**src/rtl/uart_pkg.sv**
```systemverilog
// ---------------------------------------------------------------------------
// uart_pkg
// Shared definitions for the UART transmit path.
//   tx_state_t  : transmitter FSM state encoding
//   PAR_EVEN/PAR_ODD : values of the PAR_TYP select
//   START_BIT/STOP_BIT/IDLE_LEVEL : serial line levels
// ---------------------------------------------------------------------------
package uart_pkg;

  typedef enum logic [2:0] {
    IDLE   = 3'd0,
    START  = 3'd1,
    DATA   = 3'd2,
    PARITY = 3'd3,
    STOP   = 3'd4
  } tx_state_t;

  localparam logic PAR_EVEN   = 1'b0;
  localparam logic PAR_ODD    = 1'b1;

  localparam logic START_BIT  = 1'b0;
  localparam logic STOP_BIT   = 1'b1;
  localparam logic IDLE_LEVEL = 1'b1;

endpackage : uart_pkg

```
**src/rtl/uart_tx_serializer.sv**
```systemverilog
// ---------------------------------------------------------------------------
// uart_tx_serializer
// Holds the payload shift register and data bit counter for one frame.
// Ports:
//   CLK, RST   : clock, asynchronous active-low reset
//   load       : capture load_data and restart the bit counter
//   shift      : end of a data bit; shift right and advance bit_cnt
//   load_data  : word to serialize
//   ser_data   : data bit that will be on the line after this clock edge
//   ser_done   : current data bit is the last one of the word
// ---------------------------------------------------------------------------
module uart_tx_serializer #(
  parameter int DATA_WIDTH = 8
) (
  input  logic                  CLK,
  input  logic                  RST,
  input  logic                  load,
  input  logic                  shift,
  input  logic [DATA_WIDTH-1:0] load_data,
  output logic                  ser_data,
  output logic                  ser_done
);

  localparam int BIT_CNT_W = (DATA_WIDTH > 2) ? $clog2(DATA_WIDTH) : 1;

  logic [DATA_WIDTH-1:0] shift_reg;
  logic [BIT_CNT_W-1:0]  bit_cnt;

  // The last data bit clears the counter on its way out of DATA, so the
  // next frame always starts at bit 0 even without a load.
  always_ff @(posedge CLK or negedge RST) begin
    if (!RST) begin
      shift_reg <= '0;
      bit_cnt   <= '0;
    end else if (load) begin
      shift_reg <= load_data;
      bit_cnt   <= '0;
    end else if (shift) begin
      shift_reg <= shift_reg >> 1;
      bit_cnt   <= ser_done ? '0 : bit_cnt + BIT_CNT_W'(1);
    end
  end

  assign ser_done = (bit_cnt == BIT_CNT_W'(DATA_WIDTH - 1));

  // The top registers TX_OUT from this value, so on a shift it must
  // already show the bit that moves into position 0.
  assign ser_data = shift ? shift_reg[1] : shift_reg[0];

endmodule : uart_tx_serializer

```
**src/rtl/uart_tx.sv**
```systemverilog
// ---------------------------------------------------------------------------
// uart_tx
// UART transmitter: start bit, DATA_WIDTH data bits LSB first, optional
// parity bit, one stop bit. Every bit lasts prescale clock cycles.
// Ports:
//   CLK        : UART clock
//   RST        : asynchronous active-low reset
//   P_DATA     : word to send
//   DATA_VALID : send request (pulse or level)
//   PAR_EN     : 1 = append parity bit
//   PAR_TYP    : 0 = even, 1 = odd parity
//   prescale   : clock cycles per bit (0 behaves as 1)
//   TX_OUT     : registered serial line, idle high
//   busy       : registered, high while a frame is in progress; low in the
//                final stop-bit cycle so a new word can be accepted there
// ---------------------------------------------------------------------------
module uart_tx
  import uart_pkg::*;
#(
  parameter int DATA_WIDTH     = 8,
  parameter int PRESCALE_WIDTH = 6
) (
  input  logic                      CLK,
  input  logic                      RST,
  input  logic [DATA_WIDTH-1:0]     P_DATA,
  input  logic                      DATA_VALID,
  input  logic                      PAR_EN,
  input  logic                      PAR_TYP,
  input  logic [PRESCALE_WIDTH-1:0] prescale,
  output logic                      TX_OUT,
  output logic                      busy
);

  tx_state_t                 state_q, state_d;
  logic [PRESCALE_WIDTH-1:0] edge_cnt_q, edge_cnt_d;
  logic [PRESCALE_WIDTH-1:0] prescale_q, prescale_d;
  logic [PRESCALE_WIDTH-1:0] prescale_eff;
  logic                      par_en_q;
  logic                      par_bit_q;
  logic                      tx_out_q, tx_out_d;
  logic                      busy_q, busy_d;

  logic last_edge;
  logic accept;
  logic load;
  logic shift;
  logic ser_data;
  logic ser_done;

  assign prescale_eff = (prescale == '0) ? PRESCALE_WIDTH'(1) : prescale;
  assign last_edge    = (edge_cnt_q == prescale_q - PRESCALE_WIDTH'(1));

  // A new word is taken either from idle or in the final stop-bit cycle,
  // which is what makes back-to-back frames possible with no idle gap.
  assign accept = DATA_VALID &&
                  ((state_q == IDLE) || ((state_q == STOP) && last_edge));
  assign load   = accept;
  assign shift  = (state_q == DATA) && last_edge;

  uart_tx_serializer #(
    .DATA_WIDTH (DATA_WIDTH)
  ) u_serializer (
    .CLK       (CLK),
    .RST       (RST),
    .load      (load),
    .shift     (shift),
    .load_data (P_DATA),
    .ser_data  (ser_data),
    .ser_done  (ser_done)
  );

  // State, counters and frame settings; outputs are registered alongside
  // so that TX_OUT and busy change on the same edge as the state.
  always_ff @(posedge CLK or negedge RST) begin
    if (!RST) begin
      state_q    <= IDLE;
      edge_cnt_q <= '0;
      prescale_q <= PRESCALE_WIDTH'(1);
      par_en_q   <= 1'b0;
      par_bit_q  <= 1'b0;
      tx_out_q   <= IDLE_LEVEL;
      busy_q     <= 1'b0;
    end else begin
      state_q    <= state_d;
      edge_cnt_q <= edge_cnt_d;
      prescale_q <= prescale_d;
      tx_out_q   <= tx_out_d;
      busy_q     <= busy_d;
      if (load) begin
        par_en_q  <= PAR_EN;
        par_bit_q <= (^P_DATA) ^ (PAR_TYP == PAR_ODD);
      end
    end
  end

  // Next-state and edge counter: each state lasts prescale_q cycles and the
  // edge counter wraps to zero at every bit boundary.
  always_comb begin
    state_d    = state_q;
    edge_cnt_d = edge_cnt_q + PRESCALE_WIDTH'(1);
    prescale_d = prescale_q;
    case (state_q)
      IDLE: begin
        edge_cnt_d = '0;
        if (accept) begin
          state_d    = START;
          prescale_d = prescale_eff;
        end
      end
      START: begin
        if (last_edge) begin
          state_d    = DATA;
          edge_cnt_d = '0;
        end
      end
      DATA: begin
        if (last_edge) begin
          edge_cnt_d = '0;
          if (ser_done) begin
            state_d = par_en_q ? PARITY : STOP;
          end
        end
      end
      PARITY: begin
        if (last_edge) begin
          state_d    = STOP;
          edge_cnt_d = '0;
        end
      end
      STOP: begin
        if (last_edge) begin
          edge_cnt_d = '0;
          if (accept) begin
            state_d    = START;
            prescale_d = prescale_eff;
          end else begin
            state_d = IDLE;
          end
        end
      end
      default: begin
        state_d    = IDLE;
        edge_cnt_d = '0;
      end
    endcase
  end

  // Output values for the state being entered; busy drops for the last
  // cycle of the stop bit.
  always_comb begin
    tx_out_d = IDLE_LEVEL;
    case (state_d)
      IDLE:    tx_out_d = IDLE_LEVEL;
      START:   tx_out_d = START_BIT;
      DATA:    tx_out_d = ser_data;
      PARITY:  tx_out_d = par_bit_q;
      STOP:    tx_out_d = STOP_BIT;
      default: tx_out_d = IDLE_LEVEL;
    endcase
    busy_d = (state_d != IDLE) &&
             !((state_d == STOP) &&
               (edge_cnt_d == prescale_d - PRESCALE_WIDTH'(1)));
  end

  assign TX_OUT = tx_out_q;
  assign busy   = busy_q;

endmodule : uart_tx

```
**config.mk**
```make
export PLATFORM = sky130hd
export DESIGN_NAME = uart_tx
export DESIGN_NICKNAME = d
export VERILOG_FILES = /design/src/rtl/uart_pkg.sv /design/src/rtl/uart_tx_serializer.sv /design/src/rtl/uart_tx.sv
export SDC_FILE = /design/constraint.sdc
export NUM_CORES = 1
export LEC_CHECK = 0
export CORE_ASPECT_RATIO = 2
export CORE_UTILIZATION = 35
export CTS_CLUSTER_DIAMETER = 30
export DETAILED_ROUTE_END_ITERATION = 16
export PLACE_DENSITY = 0.6
export SLEW_MARGIN = 20
export SYNTH_ARGS = -nofsm -noshare
export SYNTH_HDL_FRONTEND = slang
export SYNTH_SLANG_ARGS = --single-unit
```
**constraint.sdc**
```tcl
create_clock -name CLK -period 5.82 [get_ports CLK]
set_clock_uncertainty 0.2 [all_clocks]
set_input_delay 1.164 -clock CLK [delete_from_list [all_inputs] [get_ports CLK]]
set_output_delay 1.164 -clock CLK [all_outputs]
set_load 0.01 [all_outputs]
```
# Word level (Yosys, flattened, before mapping)
# Index checks and enable logic that the tools add are counted.
# W data, S select, Z words.
# totals
regBits	30
inputBits	19
out_inout_bits	2
word_cells	60
# op_classes
addsub	4
n_eq_ne	11
n_mux	22
bitwise	1
reduce_logical	13
# ops
op	n
$mux W3	10
$mux W6	5
$mux W8	2
$pmux W3 S5	1
$eq A3 B2 Y1 const B	4
$eq A6 B6 Y1	2
$pmux W6 S2	1
$sub A6 B1 Y6 const B	2
$eq A3 B3 Y1 const B	3
$reduce_xor A8 Y1	1
$add A6 B1 Y6 const B	1
$eq A3 B1 Y1 const B	2
$logic_not A6 Y1	1
$logic_and A1 B1 Y1	5
$reduce_or A4 Y1	1
$add A3 B1 Y3 const B	1
$logic_not A3 Y1	1
$pmux W1 S3	1
$reduce_bool A3 Y1	1
$mux W1	2
$reduce_bool A2 Y1	1
$logic_not A1 Y1	1
$logic_or A1 B1 Y1	1
$xor A1 B1 Y1	1

# Depth between registers and ports, before layout
# depth
ltp_word	13
ltp_mapped	14
mapped_depth_nobuf	14

# Hierarchy
# Synthesis repeated with hierarchy kept, for this count alone.
# unflattened
hier_cells	202
area_unflattened_um2	1931.9
# by_module_without_submodules
module	n_inst	cells_each	area_each_um2	seq_area_each_um2
uart_tx	1	156	1412.6	478.0
uart_tx_serializer	1	46	519.2	275.3

# Worst setup path after synthesis
# No wires, ideal clock.
# synth_timing
path_type	register -> register
start	register prescale_q[0]
end	register busy_q (netlist: busy)
setup_ns	0.131
arrival_ns	3.724
required_time_ns	5.489
slack_ns	1.765
stages_incl_launch_ff	15
path_buffers	0
period_less_slack_ns	4.055
cell_sequence	dfstp_2 -> inv_1 -> ha_1 -> nand2b_1 -> o211a_1 -> o311ai_0 -> nand4_1 -> nor2_2 -> nand2_1 -> a21boi_0 -> ha_1 -> or4b_2 -> mux2_2 -> a211oi_2 -> a21oi_2
# synth_via
elab_chain_len	13
# synth_rtl
element	line	source
start, declared	uart_tx.sv:36	logic [PRESCALE_WIDTH-1:0] prescale_q, prescale_d;
start signal, assigned	uart_tx.sv:86	prescale_q <= prescale_d;
$sub A6 B1 Y6	uart_tx.sv:51	assign last_edge = (edge_cnt_q == prescale_q - PRESCALE_WIDTH'(1));
$eq A6 B6 Y1	uart_tx.sv:51	
$logic_and A1 B1 Y1	uart_tx.sv:56	((state_q == IDLE) || ((state_q == STOP) && last_edge));
$logic_or A1 B1 Y1	uart_tx.sv:56	
$logic_and A1 B1 Y1	uart_tx.sv:55	assign accept = DATA_VALID &&
$mux W6	uart_tx.sv:105, uart_tx.sv:133	
$mux W6	uart_tx.sv:131	if (last_edge) begin
$pmux W6 S2	uart_tx.sv:102	case (state_q)
$sub A6 B1 Y6	uart_tx.sv:162	(edge_cnt_d == prescale_d - PRESCALE_WIDTH'(1)));
$eq A6 B6 Y1	uart_tx.sv:162	
$logic_and A1 B1 Y1	uart_tx.sv:161	!((state_d == STOP) &&
$logic_not A1 Y1	uart_tx.sv:161	
$logic_and A1 B1 Y1 (*)	uart_tx.sv:160	busy_d = (state_d != IDLE) &&
named net busy_d	uart_tx.sv:41	logic busy_q, busy_d;
end signal, assigned	uart_tx.sv:88	busy_q <= busy_d;
end, declared	uart_tx.sv:41	
# Mark *: on every way through the listed nets, which the timed path passes. The rest lies on a longest branch.
# A chain may end at the register's enable or synchronous reset.

# Final worst setup path
# Same ends and word-level chain as after synthesis.

==> results.toml <==
[sta]
final-hold-violation-count = 0
setup-violations-final = 0
final.setup.tns_ps = 0
final.period_utilization_pct = 78.09
fin_worst_hold_slack_ps = 285.0
maximum_clock_rate_mhz = 220.0
finalMaxSlewViolations = 0
rsz_0062_raised_after_global_routing = "false"
tightestPinTransition_ps = 737.7
timing.max_slew.rel_slack_pct = 50.52
final.min_clock_period_ps = 4545

[floorplanning]
fp-row-count = 37
die-width_um = 54.14
initial_utilization_pct = 36.70
die-height_um = 106.3
core_um2 = 5185
number_of_placed_i_o_pins = 21
die_area_um2 = 5754

[final_layout]
syn_to_final_growth_pct = 18.21
layout.filler_cells = 541
num_antenna_cells = 0
largest_register_ffs = 8
post_route_cells_drive_above_1_share_pct = 12.50
final_design_area_no_fill_um2 = 2250
nNetsFinal = 255

[placed_design]
globalplace.congestion = 0.8267
placed_area_um2 = 2141
numPortBuffers = 20
dp_hpwl_um = 3604

[clock_tree]
cts.sinks = 30
max-clock-path-buffers = 2
cts-buffers-inserted = 5
clkSlewWorstSetupHoldPaths_ps = 70
cts_post_setup_buffers_inserted = 0
cts.htree.levels = 2
post_cts_hold_buffer_count = 0
clk_latency_ps = 290
cts-resized-gates = 0
cts_tree = "built"
root_buffer = "sky130_fd_sc_hd__clkbuf_8"

[detailed_routing]
wl_per_cell_um = 15.81
route.antenna.remaining_nets = 0
route.vias.total = 1584
detail_route.wirelength_um = 4584
post-route-drc-count = 0
dr.first_iter.drc_count = 29
drt_first_pass_iters = 3
detail_route.vias_per_cell = 5.462

[worst_setup_path]
path_delay_family = "simple AND/OR/NAND/NOR gates"
worst-path-max-fanout = 19
critical_path.cell_chain = "inv_1 -> ha_1 -> nand2b_1 -> o211a_1 -> o311ai_0 -> and4_1 -> nand2_1 -> a21oi_1 -> ha_1 -> or4b_2 -> mux2_2 -> a211oi_2 -> a21oi_2"
worst-r2r-cell-count = 13
timing.critical_path.to_type = "register"
crit_cells = 13
critical-path-slowest-cell = "sky130_fd_sc_hd__dfstp_2"
timing.critical_path.required_ps = 5780
timing.critical_path.mode_cell = "sky130_fd_sc_hd__ha_1"
critical_path_arrival_ps = 4500
critical_path_buf_inv_count = 1
start_kind = "register"
path_class = "register to register"
timing.critical_path.slowest_cell_delay_ps = 590

[grt]
pin_count_of_the_biggest_net_entering_global_routing = 31
grt_util_met3_pct = 2.432
grt_pass1_vias = 1673
overall_overflow_remaining_after_global_route = 0
grt_most_used_layer = "met2"
grt_pass1_wl_um = 7941
grt_util_all_layers_pct = 19.34
grt_antenna_before_repair = 0
global_route.usage.met2_pct = 35.10
groute.layer.met1.usage_pct = 19.91

[power_and_ir_drop]
powerDensity_nw_per_um2 = 199.3
power.ir.vdd_worst_mv = 0.1634
leak_pwr_nw = 0.9583

[worst_hold_path]
whs_path_depth = 2
hold_path.class = "register to register"

[synthesis]
synth.top_cell.area_share_pct = 36.82
netlist.top_cell.by_area = "sky130_fd_sc_hd__dfrtp_1"
avgSynthCellArea_um2 = 9.062
edff_count_synth = 0
ys_top_cells_by_count = "sky130_fd_sc_hd__nand2_1, sky130_fd_sc_hd__dfrtp_1, sky130_fd_sc_hd__nor2_1, sky130_fd_sc_hd__xnor2_1, sky130_fd_sc_hd__a21oi_1"
synthDistinctLibCells = 53
async_flop_share_pct = 100.0
yosysWarnings = 0
synth.area.top_cells = "sky130_fd_sc_hd__dfrtp_1, sky130_fd_sc_hd__xnor2_1, sky130_fd_sc_hd__nand2_1"
postSynth.topFlopCell = "sky130_fd_sc_hd__dfrtp_1"
post-synth-top-count-cell = "sky130_fd_sc_hd__nand2_1"
syn-cell-area_um2 = 1903
postSynthRegisterBits = 30
syn-instance-count = 210
synth.net_count = 234
synth-seq-area-share_pct = 39.58

[run_status]
run_status = "finished clean"

[run]
maxCapViolCount = 0
[path summary, 6_finish.rpt]
check,to,start,slack (ps)
min,par_bit_q,par_bit_q,280
min in group asynchronous,busy,RST,1060
max,busy,prescale_q[0],1270
max in group asynchronous,TX_OUT,RST,4020
min reg2reg,par_bit_q,par_bit_q,280
max reg2reg,busy,prescale_q[0],1270
[layout by cell type (no fill, tap or decap), types with 2 or more instances in the layout]
| cell type | count |
|---|---|
| sky130_fd_sc_hd__a21oi_1 | 13 |
| sky130_fd_sc_hd__a31o_2 | 2 |
| sky130_fd_sc_hd__a31oi_1 | 5 |
| sky130_fd_sc_hd__and3_1 | 2 |
| sky130_fd_sc_hd__clkbuf_8 | 5 |
| sky130_fd_sc_hd__clkdlybuf4s50_1 | 20 |
| sky130_fd_sc_hd__clkinv_2 | 2 |
| sky130_fd_sc_hd__dfrtp_1 | 28 |
| sky130_fd_sc_hd__dfstp_2 | 2 |
| sky130_fd_sc_hd__ha_1 | 5 |
| sky130_fd_sc_hd__inv_1 | 10 |
| sky130_fd_sc_hd__mux2_2 | 2 |
| sky130_fd_sc_hd__mux2i_1 | 2 |
| sky130_fd_sc_hd__nand2_1 | 29 |
| sky130_fd_sc_hd__nand2b_1 | 2 |
| sky130_fd_sc_hd__nand3_1 | 11 |
| sky130_fd_sc_hd__nand4_1 | 2 |
| sky130_fd_sc_hd__nor2_1 | 17 |
| sky130_fd_sc_hd__nor3_1 | 5 |
| sky130_fd_sc_hd__nor4_1 | 3 |
| sky130_fd_sc_hd__o21ai_0 | 8 |
| sky130_fd_sc_hd__or2_2 | 2 |
| sky130_fd_sc_hd__or3_1 | 4 |
| sky130_fd_sc_hd__xnor2_1 | 17 |
| sky130_fd_sc_hd__xor2_1 | 4 |
[metrics by stage]
stage	utilization (%)	instances	total power [mW]	setup WS, ps
finish	43.39	290	0.4484	1275
CTS	43.39	290	0.4528	1267
detailed placement	41.29	282	0.2456	1088
global route	43.39	290	0.4623	939.0
global placement	41.29	282	0.2454	1120
floorplan	-	210	0.2244	1765
[worst min-delay path: stages, from the launching register on]
cell	delay (ps)
sky130_fd_sc_hd__dfrtp_1	350
sky130_fd_sc_hd__nand2_1	40
sky130_fd_sc_hd__o21ai_0	60
[area by class of cell]
type	instances	area (um^2)	share of cell area, %
clock buffer	5	68.82	3.059
clock inverter	3	40.04	1.780
timing repair buffer	21	207.7	9.232
sequential	30	753.2	33.48
multi-input combinational	162	1066	47.39
inverter	11	41.29	1.835
tap	58	72.57	3.226
[power breakdown]
part,internal [mW],switching [mW],leakage [nW]
sequential,0.209,0,0.335
clock,0.126,0.0813,0.0579
combinational,0.0184,0.0144,0.566
[metal layers]
metal	routed length (um)	vias to the layer above	part of all wire (%)
li1	-	782	-
met1	1587	764	35
met2	2761	27	60
met3	75	11	1.6
met4	159	0	3.5
met5	0	-	0
[kinds of logic (layout without fill, tap and decap cells)]
family,count (synthesis),after routing,share of synthesized area [%]
AOI/OAI and AO/OA,44,44,16.90
muxes,4,4,2.235
and+or+nand+nor,87,87,22.68
DFF,30,30,39.58
adders and majority gates,5,5,3.287
buffers and inverters,18,40,4.404
xor gates and xnor gates,22,22,10.91
Note: power is estimated with default switching activity, not from simulation.
